File: src/rtl/fetch_unit.sv
// Instruction fetch stage: owns the PC, keeps one imem read in flight and
// queues returned instructions (2 deep) for decode; handles redirect and halt.
module fetch_unit #(
  parameter logic [15:0] RESET_PC = 16'h0000,
  parameter int          PC_INC   = 2
) (
  input  logic        clk,
  input  logic        rst_n,
  input  logic        execBranch,
  input  logic [15:0] newPc,
  input  logic        hlt,
  output logic        imem_req,
  output logic [15:0] imem_addr,
  input  logic        imem_vld,
  input  logic [15:0] imem_data,
  output logic        inst_vld,
  output logic [15:0] inst,
  output logic [15:0] inst_pc,
  input  logic        inst_rdy,
  output logic        halted
);

  typedef enum logic [1:0] {S_IDLE, S_WAIT, S_DRAIN, S_HALTED} state_t;

  state_t            r_state, w_state_nxt;
  logic [15:0]       r_pc, w_pc_nxt;
  logic [15:0]       r_req_pc, w_req_pc_nxt;
  logic              r_drop, w_drop_nxt;
  logic [1:0]        r_count, w_count_nxt;
  logic [1:0][15:0]  r_q_inst;
  logic [1:0][15:0]  r_q_pc;

  logic       w_inst_vld, w_pop, w_push, w_issue, w_widx;
  logic [1:0] w_cnt_pp;

  // Redirect and halt both flush the queue, so neither push nor pop survives them.
  always_comb begin
    w_inst_vld = (r_count != 2'd0) && !hlt && !execBranch && (r_state != S_HALTED);
    w_pop      = w_inst_vld && inst_rdy;
    w_push     = (r_state == S_WAIT) && imem_vld && !r_drop && !hlt && !execBranch;
    w_cnt_pp   = r_count + {1'b0, w_push} - {1'b0, w_pop};
    w_widx     = (r_count - {1'b0, w_pop}) != 2'd0;
    w_issue    = rst_n && !hlt && !execBranch && (w_cnt_pp < 2'd2) &&
                 ((r_state == S_IDLE) || ((r_state == S_WAIT) && imem_vld));
  end

  always_comb begin
    w_state_nxt  = r_state;
    w_pc_nxt     = r_pc;
    w_req_pc_nxt = r_req_pc;
    w_drop_nxt   = r_drop;
    w_count_nxt  = w_cnt_pp;
    case (r_state)
      S_HALTED: w_count_nxt = 2'd0;
      S_DRAIN: begin
        w_count_nxt = 2'd0;
        if (imem_vld) w_state_nxt = S_HALTED;
      end
      default: begin
        if (hlt) begin
          w_count_nxt = 2'd0;
          w_drop_nxt  = 1'b0;
          w_state_nxt = ((r_state == S_WAIT) && !imem_vld) ? S_DRAIN : S_HALTED;
        end else if (execBranch) begin
          w_pc_nxt    = newPc;
          w_count_nxt = 2'd0;
          if (r_state == S_WAIT) begin
            // Outstanding wrong-path read: mark it for discard if not back yet.
            if (imem_vld) begin
              w_state_nxt = S_IDLE;
              w_drop_nxt  = 1'b0;
            end else begin
              w_drop_nxt  = 1'b1;
            end
          end
        end else begin
          if ((r_state == S_WAIT) && imem_vld) begin
            w_drop_nxt  = 1'b0;
            w_state_nxt = S_IDLE;
          end
          if (w_issue) begin
            w_state_nxt  = S_WAIT;
            w_req_pc_nxt = r_pc;
            w_pc_nxt     = r_pc + 16'(PC_INC);
          end
        end
      end
    endcase
  end

  always_ff @(posedge clk) begin
    if (!rst_n) begin
      r_state  <= S_IDLE;
      r_pc     <= RESET_PC;
      r_req_pc <= RESET_PC;
      r_drop   <= 1'b0;
      r_count  <= 2'd0;
      r_q_inst <= '0;
      r_q_pc   <= '0;
    end else begin
      r_state  <= w_state_nxt;
      r_pc     <= w_pc_nxt;
      r_req_pc <= w_req_pc_nxt;
      r_drop   <= w_drop_nxt;
      r_count  <= w_count_nxt;
      // Head only shifts when a second entry exists, so an empty head holds its last value.
      if (w_pop && (r_count == 2'd2)) begin
        r_q_inst[0] <= r_q_inst[1];
        r_q_pc[0]   <= r_q_pc[1];
      end
      if (w_push) begin
        r_q_inst[w_widx] <= imem_data;
        r_q_pc[w_widx]   <= r_req_pc;
      end
    end
  end

  assign imem_req  = w_issue;
  assign imem_addr = r_pc;
  assign inst_vld  = w_inst_vld;
  assign inst      = r_q_inst[0];
  assign inst_pc   = r_q_pc[0];
  assign halted    = (r_state == S_HALTED);

endmodule
File: config.mk
export PLATFORM = sky130hd
export DESIGN_NAME = fetch_unit
export DESIGN_NICKNAME = d
export VERILOG_FILES = /design/src/rtl/fetch_unit.sv
export SDC_FILE = /design/constraint.sdc
export NUM_CORES = 1
export LEC_CHECK = 0
export CAP_MARGIN = 25
export CORE_MARGIN = 3
export CORE_UTILIZATION = 52
export CTS_CLUSTER_SIZE = 14
export DETAILED_ROUTE_END_ITERATION = 6
export PLACE_DENSITY = 0.8
export SLEW_MARGIN = 25
export SYNTH_ARGS = -nofsm -noshare
export SYNTH_HDL_FRONTEND = slang
export SYNTH_SLANG_ARGS = --single-unit
File: constraint.sdc
create_clock -name clk -period 3.82 [get_ports clk]
set_clock_uncertainty 0.2 [all_clocks]
set_input_delay 0.573 -clock clk [delete_from_list [all_inputs] [get_ports clk]]
set_output_delay 0.573 -clock clk [all_outputs]
set_load 0.02 [all_outputs]
==> impl_metrics.py <==
metrics = {
    "routing": {
        "via_per_inst": 5.73,
        "wire_per_inst_microns": 15.0,
        "vias": 4191,
        "final_antenna_net_count": 0,
        "route.detailed.drc": 0,
        "drtIter0Drc": 257,
        "wl_microns": 11000,
        "dr.pass1.iters": 5,
    },
    "power_and_ir_drop": {
        "switchingPower_w": 0.000622,
        "switching_share_pct": 27.6,
        "intPower_w": 0.00163,
        "p_per_area_mw_per_mm2": 398,
        "combinationalPowerShare_pct": 15.9,
        "irDropWorstVdd_uv": 181,
        "p_leak_nw": 2.22,
        "pwr-share-clk_pct": 34.0,
        "seqPwrFrac_pct": 50.0,
    },
    "clock_tree": {
        "clk_pin_slew_ns": 0.09,
        "numCtsBuffers": 9,
        "htree_levels": 3,
        "cts_root_buffer": "clkbuf_8",
        "cts_tree": "yes",
        "cts_sinks": 101,
        "clock_path_buffers": 2,
        "hold_buffers": 0,
        "clkLatencyLatePin_ns": 0.37,
    },
    "placement": {
        "dpl.hpwl_microns": 7420,
        "port_buffers": 88,
        "dpl_worst_slack_ns": -0.105,
        "gp_congestion": 0.893,
    },
    "synth": {
        "ys_warn_count": 0,
        "yosys-top-cells-area": "dfxtp_1 (43%), nand2_1 (9.0%), mux2i_1 (7.0%)",
        "async_flop_share_pct": 0,
        "postSynthCellCount": 575,
        "ys.flop_type": "dfxtp_1",
        "ys_types": 47,
        "syn_area_sq_mm": 0.00471,
        "synth-edff-count": 0,
        "synth_top_area_share_pct": 42.9,
        "ys_seq_elements": 101,
        "synth_top_area_cell": "dfxtp_1",
        "synth_area_per_cell_sq_um": 8.20,
        "synth_common_cells": "nand2_1 (113), dfxtp_1 (101), a21oi_1 (62)",
        "synth_most_common_cell": "nand2_1",
        "ys_seq_area_share_pct": 42.9,
        "syn_nets": 620,
    },
    "floorplan": {
        "num_rows": 34,
        "die_w_microns": 101,
        "start_util_pct": 53.8,
        "coreArea_sq_mm": 0.00876,
        "io_pins": 89,
        "fp.dieArea_sq_mm": 0.0102,
        "die_y_microns": 101,
    },
    "setup_path": {
        "crit_slowest_cell": "or4b_4",
        "worstPathArrival_ns": 2.87,
        "reg2reg_slack_ns": 0.52,
        "end_kind": "output port",
        "max_stage_delay_ns": 0.55,
        "start_kind": "input port",
        "cp.required_ns": 3.05,
        "r2r_start": "r_state[1]",
        "crit_path_cell_trace": "clkdlybuf4s50_1 > or4b_4 > nor2_1 > ha_1 > inv_1 > ha_1 > xnor3_1 > nand3_1 > nor2_1 > dlygate4sd2_1",
        "criticalPathCategory": "in -> out",
        "rr_endpoint": "imem_addr[14]",
        "crit_fanout": 3,
        "r2r_cells": 13,
    },
    "grt": {
        "first_global_vias": 3931,
        "grt_overflow": 0,
        "grt_pass1_wl_microns": 18200,
        "grt_max_degree": 65,
        "grt_usage_pct": 21.7,
        "antenna_found_initial": 0,
    },
    "cells_and_area": {
        "fillerInstances": 745,
        "antennaDiodeCount": 0,
        "drive_gt1_share_pct": 7.06,
        "nets": 663,
        "area_growth_pct": 20.2,
    },
    "timing": {
        "slew_violations": 0,
        "tightest_slew_ns": 0.665,
        "relSlewSlack_pct": 55.3,
        "period_needed_ns": 3.64,
        "rsz0062_at_grt": "no",
        "whs_ns": 0.257,
        "setup_ws_ns": 0.181,
        "finalSetupViolCount": 0,
        "period_share_pct": 95.3,
        "finalHoldViolCount": 0,
        "max_freq_mhz": 275,
    },
    "worst_hold_path": {
        "hp-start": "r_q_pc[26]",
        "min_to": "r_q_pc[26]",
        "hold_path.class": "reg -> reg",
        "hold_path_depth": 2,
    },
    "job": {
        "cap_violations": 0,
    },
    "run_status": {
        "status": "finished, final reports clean",
    },
}
layout make-up:
class | count | area, sq um | share of cell area (%)
Multi-Input combinational cell | 392 | 2230 | 39.3
Clock buffer | 9 | 124 | 2.19
Inverter | 9 | 33.8 | 0.596
Tap cell | 108 | 135 | 2.38
Clock inverter | 7 | 105 | 1.85
Timing Repair Buffer | 105 | 1020 | 18.0
Sequential cell | 101 | 2020 | 35.7
layout by cell type, fill, tap and decap left out, drive strengths merged, types with 3 or more instances in the layout:
cell           count
a211oi            38
a21o               3
a21oi             62
a31oi              4
and3               7
buf               17
clkbuf             9
clkdlybuf4s50     87
dfxtp            101
ha                 7
inv               12
mux2i             33
nand2            113
nand3             15
nand4              3
nor2              53
nor3               8
o21ai             10
o22ai              3
o31ai              4
or2                3
per-stage QoR:
stage          TNS, ns  total power, W  util, %  cell area, sq um  cells
3_3_place_gp   -0.0615         0.00150     62.0              5440    715
2_1_floorplan        0         0.00136        -              4710    575
4_1_cts              0         0.00227     64.7              5670    731
6_report             0         0.00226     64.7              5670    731
5_1_grt              0         0.00234     64.7              5670    731
3_5_place_dp    -0.105         0.00151     62.1              5440    715
how the worst max path moves through the flow:
stage,end,start,cells after the start
floorplan,imem_req,execBranch,9
detailed placement,imem_req,execBranch,10
global route,imem_req,execBranch,10
global placement,imem_req,execBranch,10
finish,imem_req,execBranch,10
CTS,imem_req,execBranch,10
power by group through the flow:
| stage | logic, W | registers, W | clock network [W] |
|---|---|---|---|
| 6_report | 0.000359 | 0.00113 | 0.000768 |
| 5_1_grt | 0.000393 | 0.00113 | 0.000815 |
| 4_1_cts | 0.000360 | 0.00113 | 0.000782 |
| 3_5_place_dp | 0.000358 | 0.00115 | 0 |
| 3_3_place_gp | 0.000349 | 0.00115 | 0 |
| 2_1_floorplan | 0.000210 | 0.00115 | 0 |
logic make-up after synthesis:
group,synth area share (%)
XOR/XNOR,0.478
AND/OR/NAND/NOR,18.9
multiplexers,7.01
AO/OA/AOI/OAI,18.8
adder cells (fa/ha/maj),1.86
flip-flops,42.9
buffers and inverters,10.0
what timing repair did:
item,4_1_cts,5_1_grt
setup buffers,0,0
endpoints found under the setup margin,1,0
gates resized for setup,1,0
critical path: cells and delay by family:
kind | cells | cell delay, ns
adders and majority gates | 2 | 0.37
xor gates and xnor gates | 1 | 0.16
buffers and inverters | 3 | 0.83
and+or+nand+nor | 4 | 0.92
layer usage:
metal  vias to the layer above  share of wire [%]  global-route usage (%)
met2                       165                 46                    34.1
met4                         0                1.5                    6.75
li1                       2059                  -                       -
met1                      1953                 44                    30.0
met5                         -                  0                       0
met3                        14                8.1                    4.82
registers in the layout (all words and copies together) (netlist names):
register,flops
imem_addr,16
inst,16
inst_pc,16
r_count,2
r_drop,1
r_q_inst,16
r_q_pc,16
r_req_pc,16
r_state,2
Power figures use the tool's default switching activity.
==> RTL change (config.mk and constraints unchanged) <==
Reset style: asynchronous (`rst_n`), changed in one clocked block.
--- a/src/rtl/fetch_unit.sv
+++ b/src/rtl/fetch_unit.sv
@@ -88,7 +88,7 @@
     endcase
   end
 
-  always_ff @(posedge clk) begin
+  always_ff @(posedge clk or negedge rst_n) begin
     if (!rst_n) begin
       r_state  <= S_IDLE;
       r_pc     <= RESET_PC;
Formal check against the unedited RTL: differs if rst_n is asserted again (counterexample within 4 cycles, from zero or initial values and one cycle with rst_n low); with rst_n held inactive, the same outputs for 4 cycles.
==> RTL change against the original RTL <==
- design area increased by 6.5%
- area after synthesis increased by 6.5%
- routed wire length decreased by 3.8%
- sequential cell count unchanged
- critical endpoint unchanged
- cell count decreased by 8.1%
- maximum frequency increased by 0.48%
- non-clock buffer count increased by 5
- highest routed layer unchanged
- largest cell class is now flip-flops and latches
- worst setup slack improved by 0.017 ns
Power is not compared: it rests on default switching activity, and its combinational part moved more than twofold at a synthesized area within 25%.
==> RTL change: results (changes against the original RTL) <==
metric,value,unit,change
synthTopCellsByCount,"dfrtp_1, nand2_1, mux2i_1",,
avgSynthCellArea,10.6,µm²,+29%
path_clk_slew,0.09,ns,about the same
critical_path.top_delay_family,simple AND/OR/NAND/NOR gates,,
synth_xor_area_share,0.923,%,+0.44 points
crit_slowest_cell,clkdlybuf4s50_1,,
maxSlewHeadroom,35.8,%,-19 points
arrival,2.85,ns,-0.02 ns
grt_pass1_vias,3631,,-7.6%
dr_wl_met3,556,µm,-37%
critPathMaxStageDelay,0.42,ns,-0.13 ns
synthAdderAreaFrac,1.75,%,-0.11 points
grt_first_pass_wirelength,17.6,mm,-3.2%
power.density,625,mW/mm²,
hold_path_depth,1,,-1
antenna_found_initial,0,,unchanged
r2r_cells,12,,-1
p_leak,2.90,nW,
cts_resized,2,,+1
fin_cells,672,,-8.1%
yosys-mux-area-fraction,14.4,%,+7.4 points
dr.first_iter.drc_count,158,,-39%
routedWlPerCell,15.7,µm,+4.6%
netlist_top_cells_area,"dfrtp_1, nand2_1, mux2i_1",,
reg2reg_setup_slack,0.55,ns,+0.03 ns
grt_max_degree,81,,+25%
pwr-share-clk,16.4,%,
synth-async-reset-ratio,100,%,+100 points
fin_nets,583,,-12%
dp_cells,655,,-8.4%
synth-seq-area-share,50.4,%,+7.5 points
gr-usage-met3,3.23,%,-1.6 points
met2_usage,31.7,%,-2.3 points
die_w,104,µm,+3.0%
drt-met1-wl,4.66,mm,-3.6%
crit_start,hlt,,
gr-usage-met1,27.1,%,-2.8 points
synthFlopType,dfrtp_1,,
crit_fanout,2,,-1
ir_drop,0.347,mV,
min_to,r_q_pc[31],,
dp_hpwl,7.46,mm,+0.60%
hold_start,r_q_pc[31],,
place_congestion,0.836,,-6.4%
fmax,276,MHz,+0.48%
worstReg2RegEnd,imem_addr[6],,
rr_startpoint,r_state[1],,
dr_wl_met2,5.17,mm,+1.8%
synth_compound_area_share,9.68,%,-9.2 points
final_layout_size_suffix_gt1_share,13.8,%,+6.7 points
synth_cell_type_count,51,,+8.5%
dr_total_vias,3696,,-12%
post-place-ws,-0.278,ns,-0.173 ns
grtUsageTotal,19.8,%,-1.9 points
diodes,0,,unchanged
synth_nets,518,,-16%
cts_hold_buf,1,,+1
outcome,"complete, no violations",,
RTL change: changes by cell type after synthesis, moves of 6 or more:
cell,before,now
nand3_1,15,7
and3_1,7,1
dfrtp_1,0,101
o21ai_0,9,33
dfxtp_1,101,0
a211oi_1,38,3
clkbuf_1,25,8
a21oi_1,62,8
mux2_2,0,26
nand2_1,113,98
mux2_1,0,7
nor2_1,53,16
RTL change: area by class of cell:
class / count / area, µm²
Clock buffer: 11 / 131
Inverter: 5 / 18.8
Clock inverter: 5 / 45.0
Timing Repair Buffer: 110 / 1040
Multi-Input combinational cell: 311 / 2100
Fill cell: 764 / 3290
Tap cell: 129 / 161
Sequential cell: 101 / 2530
RTL change: metrics by stage:
stage                     utilization, %  hold slack, ns  cell area [µm²]
after floorplan                        -          0.0774             5020
after global placement              62.6           0.267             5840
after detailed placement            62.6           0.281             5840
after CTS                           64.6           0.304             6030
after global routing                64.7           0.310             6030
final                               64.7           0.295             6030
